File: config.mk
export PLATFORM = sky130hd
export DESIGN_NAME = root_arbiter
export DESIGN_NICKNAME = d
export VERILOG_FILES = /design/src/rtl/root_arbiter.sv
export SDC_FILE = /design/constraint.sdc
export NUM_CORES = 1
export LEC_CHECK = 0
export BUFFER_PORTS_ARGS = -buffer_cell sky130_fd_sc_hd__buf_2
export CAP_MARGIN = 15
export CELL_PAD_IN_SITES_DETAIL_PLACEMENT = 1
export CELL_PAD_IN_SITES_GLOBAL_PLACEMENT = 2
export CORE_MARGIN = 1.5
export CORE_UTILIZATION = 28
export DETAILED_ROUTE_END_ITERATION = 10
export GPL_ROUTABILITY_DRIVEN = 0
export HOLD_SLACK_MARGIN = 0.08
export PLACE_DENSITY = 0.84
export SYNTH_ARGS = -nofsm -noshare
export SYNTH_HDL_FRONTEND = slang
export SYNTH_SLANG_ARGS = --single-unit
File: constraint.sdc
create_clock -name clk -period 2.85 [get_ports clk]
set_input_delay 0.4275 -clock clk [delete_from_list [all_inputs] [get_ports clk]]
set_output_delay 0.4275 -clock clk [all_outputs]
set_load 0.05 [all_outputs]
File: src/rtl/root_arbiter.sv
`timescale 1ns/1ps
// root_arbiter: two-requester round-robin front end for a shared root engine.
// One operation is in flight at a time: IDLE -> ISSUE -> WAIT -> RESP -> IDLE.
// Optional feature: define ROOT_ARB_TIMEOUT_EN to abort a WAIT that lasts
// TIMEOUT_CYCLES cycles; the result is then flagged with rsp_err=1, rsp_data=0.
module root_arbiter #(
    parameter int unsigned TIMEOUT_CYCLES = 255
) (
    input  logic        clk,
    input  logic        rst_n,
    input  logic        req0_valid,
    output logic        req0_ready,
    input  logic [9:0]  req0_data_1,
    input  logic [2:0]  req0_data_2,
    input  logic        req1_valid,
    output logic        req1_ready,
    input  logic [9:0]  req1_data_1,
    input  logic [2:0]  req1_data_2,
    output logic        eng_in_valid,
    output logic [9:0]  eng_in_data_1,
    output logic [2:0]  eng_in_data_2,
    input  logic        eng_out_valid,
    input  logic [19:0] eng_out_data,
    output logic        rsp_valid,
    output logic        rsp_id,
    output logic [19:0] rsp_data,
    output logic        rsp_err
);

    typedef enum logic [1:0] {
        IDLE  = 2'd0,
        ISSUE = 2'd1,
        WAIT  = 2'd2,
        RESP  = 2'd3
    } state_t;

    state_t state;
    logic   last_id;    // requester served most recently
    logic   cur_id;     // owner of the in-flight operation
    logic   grant_any;
    logic   grant_id;

`ifdef ROOT_ARB_TIMEOUT_EN
    localparam logic [7:0] TO_LAST = 8'(TIMEOUT_CYCLES - 1);
    logic [7:0] wait_cnt;
`else
    logic unused_timeout_cfg;
    assign unused_timeout_cfg = ^8'(TIMEOUT_CYCLES);
    assign rsp_err = 1'b0;
`endif

    // Round-robin pick: on a tie the requester not served last wins.
    always_comb begin
        grant_any = req0_valid | req1_valid;
        grant_id  = 1'b0;
        if (req0_valid && req1_valid) begin
            grant_id = ~last_id;
        end else if (req1_valid) begin
            grant_id = 1'b1;
        end
    end

    // Ready only in IDLE, only for the granted requester, and never while reset is held.
    always_comb begin
        req0_ready = 1'b0;
        req1_ready = 1'b0;
        if (rst_n && (state == IDLE)) begin
            req0_ready = req0_valid & ~grant_id;
            req1_ready = req1_valid &  grant_id;
        end
    end

    // Operation sequencer with registered engine and response outputs.
    always_ff @(posedge clk or negedge rst_n) begin
        if (!rst_n) begin
            state         <= IDLE;
            last_id       <= 1'b1;
            cur_id        <= 1'b0;
            eng_in_valid  <= 1'b0;
            eng_in_data_1 <= '0;
            eng_in_data_2 <= '0;
            rsp_valid     <= 1'b0;
            rsp_id        <= 1'b0;
            rsp_data      <= '0;
`ifdef ROOT_ARB_TIMEOUT_EN
            rsp_err       <= 1'b0;
            wait_cnt      <= '0;
`endif
        end else begin
            case (state)
                IDLE: begin
                    if (grant_any) begin
                        cur_id        <= grant_id;
                        last_id       <= grant_id;
                        eng_in_data_1 <= grant_id ? req1_data_1 : req0_data_1;
                        eng_in_data_2 <= grant_id ? req1_data_2 : req0_data_2;
                        eng_in_valid  <= 1'b1;
                        state         <= ISSUE;
                    end
                end
                ISSUE: begin
                    eng_in_valid <= 1'b0;
`ifdef ROOT_ARB_TIMEOUT_EN
                    wait_cnt     <= '0;
`endif
                    state        <= WAIT;
                end
                WAIT: begin
                    if (eng_out_valid) begin
                        rsp_valid <= 1'b1;
                        rsp_id    <= cur_id;
                        rsp_data  <= eng_out_data;
`ifdef ROOT_ARB_TIMEOUT_EN
                        rsp_err   <= 1'b0;
`endif
                        state     <= RESP;
`ifdef ROOT_ARB_TIMEOUT_EN
                    end else if (wait_cnt == TO_LAST) begin
                        // Engine result arriving on the expiry cycle takes the branch above.
                        rsp_valid <= 1'b1;
                        rsp_id    <= cur_id;
                        rsp_data  <= '0;
                        rsp_err   <= 1'b1;
                        state     <= RESP;
                    end else begin
                        wait_cnt  <= wait_cnt + 8'd1;
`endif
                    end
                end
                RESP: begin
                    rsp_valid     <= 1'b0;
                    rsp_id        <= 1'b0;
                    rsp_data      <= '0;
`ifdef ROOT_ARB_TIMEOUT_EN
                    rsp_err       <= 1'b0;
`endif
                    eng_in_data_1 <= '0;
                    eng_in_data_2 <= '0;
                    state         <= IDLE;
                end
                default: begin
                    state <= IDLE;
                end
            endcase
        end
    end

endmodule

# == Word-level counts from Yosys, hierarchy flattened ==
# Index checks and enable logic that the tools add are counted.
# Widths: inputs -> output; s select.
# word_totals
regBits,40
in_bits,51
output_inout_bits,39
word_cells,51
# op_classes
eq_ne,5
n_mux,21
n_bitwise,5
n_reduce_logical,11
# op_table
operator,count
$pmux 20 s2,1
$mux 10,2
$mux 20,1
$pmux 10 s2,1
$reduce_and 2->1,5
$pmux 2 s4,1
$mux 1,7
$mux 3,2
$pmux 1 s2,3
$pmux 3 s2,1
$reduce_bool 2->1,3
$eq 2x2->1 const B,2
$mux 2,2
$ne 2x2->1 const B,2
$and 1x1->1,2
$eq 2x1->1 const B,1
$logic_and 1x1->1,2
$logic_not 2->1,1
$not 1->1,2
$or 1x1->1,1

# == Depth between registers and ports, before layout ==
# logic_depth
word_depth,5
mapped_depth,6
ltp_nobuf,5

# == Least setup slack after synthesis ==
# Ideal clock, no wire load.
# synth_timing
kind,register to output
startpoint,register state[0]
endpoint,output req0_ready
arrival_time_ps,1945
required_ps,2423
setup_slack_ps,478
stages_incl_launch_ff,5
n_path_buf,0
cell_sequence,dfrtp_1 -> inv_1 -> ha_1 -> nand2_1 -> nor3b_1
# synth_via
elab_chain_cells,3
# synth_rtl
element,line,source
start: declaration,37,state_t state;
start signal: assignment,76,state <= IDLE;
start signal: assignment,98,state <= ISSUE;
start signal: assignment,106,state <= WAIT;
$logic_not 2->1,67,if (rst_n && (state == IDLE)) begin
$logic_and 1x1->1,67,
$mux 1,67,
end: declaration,12,"output logic req0_ready,"
# Every way passes these cells.

# == Worst setup path after layout ==
# layout_timing
startpoint,register state[1]
endpoint,output req1_ready
# layout_via
elab_chain_cells,3
# layout_rtl
element,line,source
$logic_not 2->1,67,
$logic_and 1x1->1,67,
$mux 1,67,
end: declaration,16,"output logic req1_ready,"
# Every way passes these cells.

==> results.md <==
* HPWL Detailed at between 3 and 4 mm
* Cell leakage power at between 1 and 1.5 nW
* Reg-to-reg critical path startpoint: state[1]
* H-tree Lvls at 2
* Syn avg cell area at 10.7 µm²
* 1st-pass router iterations at 4
* DRT antenna net count at 0
* Worst skew pair latency at ~0.29 ns
* R2r endpoint: eng_in_data_1[3]
* Hold depth at 2
* Period utilization at about 77%
* Yosys cell types at 28
* Mux cell area share after synthesis at about 1.4%
* Final Hold Vio Count at 0
* Starting Density at ~29%
* DR WL/cell at ~15 µm
* R2R depth at 5
* Worst-margin pin slew at 0.981 ns
* Ant diodes at 0
* Port Buf Inserts at between 80 and 90
* Critical Path AT at approximately 1.8 ns
* Clk sink count at 40
* Hold EP: eng_in_data_1[8]
* Die Area at between 7000 and 8000 µm²
* Filler cell count at between 700 and 800
* Overall Global Routing Usage at between 10 and 15%
* Initial antenna violation count at 0
* Clk_skew at between 0.003 and 0.004 ns
* HP Start: req1_data_1[8]
* Pwr dens at ~1400 nW/µm²
* Post-Synth XOR/XNOR Area at 0%
* Max IR drop VDD at 0.483 mV
* Largest net degree at the start of global routing at 45
* Area grow syn2layout at 33.9%
* Unrepaired setup endpoints after global routing: no
* Adder-Cell Fraction of Synth Area at under 10%
* Reg clk slew, reported paths at 0.08 ns
* Post-synthesis register bit count at 40
* Max-cap violation count at 0
* Residual DRC at 0
* Sequential area share after synthesis at 54.1%
* Post-synth ARST share at 100%
* Top FF cell, synth: dfrtp_1
* Crit path from: state[1]
* First-pass GRT wire length at between 8 and 9 mm
* Final Util at approximately two fifths
* Crit end category: primary output
* Largest family of logic cells by synthesized area: compound AO/OA/AOI/OAI gates
* Total CTS buffers at 5
* Fmax at around 460 MHz
* Worst Hold Class: primary input to flop
* Cells after Synth at 173
* Simple-Gate Fraction of Synth Area at 15.5%
* Compound-Gate Fraction of Synth Area at a little over a fifth
* CTS tree: built
* Cell at the root of the clock tree: clkbuf_8
* Design Power at approximately 0.0034 W
* Reg2Reg Setup Slack at 0.83 ns
* Final setup viols at 0
* Vias in the first global route at 1722
* I/O pin total at 90
* Status: completed
* # nets final at ~320
* Yosys Warn Count at 0
* Worst path required time at between 2 and 2.5 ns
* Synthesized Nets at 229
* Crit path time final at 2.19 ns
* Clock Tree Buf Depth at 2
* Fin. max-slew vios at 0
* Layout cells sized above 1 at between 40% and 50%
* DRT iter0 DRCs at 26
* Die X at 84.3 µm
* Crit-path max FO at 5
* Cell area after synthesis at between 1500 and 2000 µm²
* Post-Route WL at around 5 mm
* Core ar. at around 6400 µm²
* Most frequent cells in the layout: buf_2 (88), dfrtp_1 (39), nand2_1 (26), o21ai_0 (23), nand2b_1 (21)
* Setup_tns at 0 ns
* Rel. slew slack at between 30% and 40%
* Total congestion overflow at 0
* Row count at 29
* DIE HEIGHT at about 84 µm
* Vias at 1607
* Post-synth EDFFs at 0
* Setup CP Type: flop to primary output
* Commonest non-fill, non-tap cell in the layout: buf_2
* Worst Setup Start Kind: flop
* WHS at 0.364 ns
* Via/cell ratio at about 4.7
[cells by family after synthesis]
logic type               count (synthesis)
multiplexers                             2
other                                    1
flip-flops                              40
AO/OA/AOI/OAI                           55
adder cells (fa/ha/maj)                  5
buffers and inverters                   14
AND/OR/NAND/NOR                         56
[where the power goes]
part	switching (W)	internal, W	total (W)
clock	0.000195	0.000216	0.000411
combinational	0.00145	0.000581	0.00203
sequential	0.000145	0.000848	0.000993
[cell usage after synthesis (all sizes together), types with 3 or more instances]
master | instances | share of area, %
buf | 8 | 2.8
a221o | 13 | 7.0
ha | 5 | 3.4
dfrtp | 39 | 53
clkbuf | 3 | 0.61
nand2 | 26 | 5.3
nand2b | 21 | 7.1
a21boi | 14 | 6.3
inv | 3 | 0.61
o21ai | 23 | 6.2
[layout make-up]
class	instances	area [µm²]	area share, %
sequential	40	1000	40.4
multi-input combinational	119	793	32.0
timing repair buffer	93	480	19.4
clock buffer	7	96.3	3.88
tap	77	96.3	3.88
inverter	3	11.3	0.454
[through the flow]
step | worst slack, ns | instance area (µm²) | std cells
2_1_floorplan | 0.478 | 1850 | 173
3_3_place_gp | 0.975 | 2370 | 331
3_5_place_dp | 0.840 | 2370 | 331
4_1_cts | 0.634 | 2480 | 339
5_1_grt | 0.516 | 2480 | 339
6_report | 0.659 | 2480 | 339
[routing by layer]
layer	GRT usage, %	wire (µm)	vias to the layer above
met5	0	0	-
met4	3.58	47	0
met3	3.83	341	6
met2	24.8	2380	65
met1	18.3	2200	760
li1	-	-	776
[state kept, by name (all words and copies together) (netlist names)]
signal         flops
rsp_data          20
eng_in_data_1     10
rsp_id             1
eng_in_valid       1
eng_in_data_2      3
last_id            1
cur_id             1
state              2
rsp_valid          1
[worst max path at each step]
stage,end,slack (ns)
2_1_floorplan,req0_ready,0.48
3_3_place_gp,eng_in_data_1[1],0.98
3_5_place_dp,eng_in_data_1[3],0.84
4_1_cts,req1_ready,0.63
5_1_grt,req1_ready,0.52
6_report,req1_ready,0.66
[critical path, cell delays in order, from the launching register on]
cell	delay, ns
dfrtp_1	0.42
inv_1	0.12
ha_1	0.23
nand2_1	0.12
a21oi_1	0.18
and2_1	0.15
buf_2	0.25
[repair_timing]
action / CTS / global route
endpoints found under the hold margin: 4 / 0
setup buffers: 0 / 0
hold buffers: 1 / 0
gates resized for setup: 0 / 0
setup endpoints to repair: 0 / 0
Power figures use the tool's default switching activity.
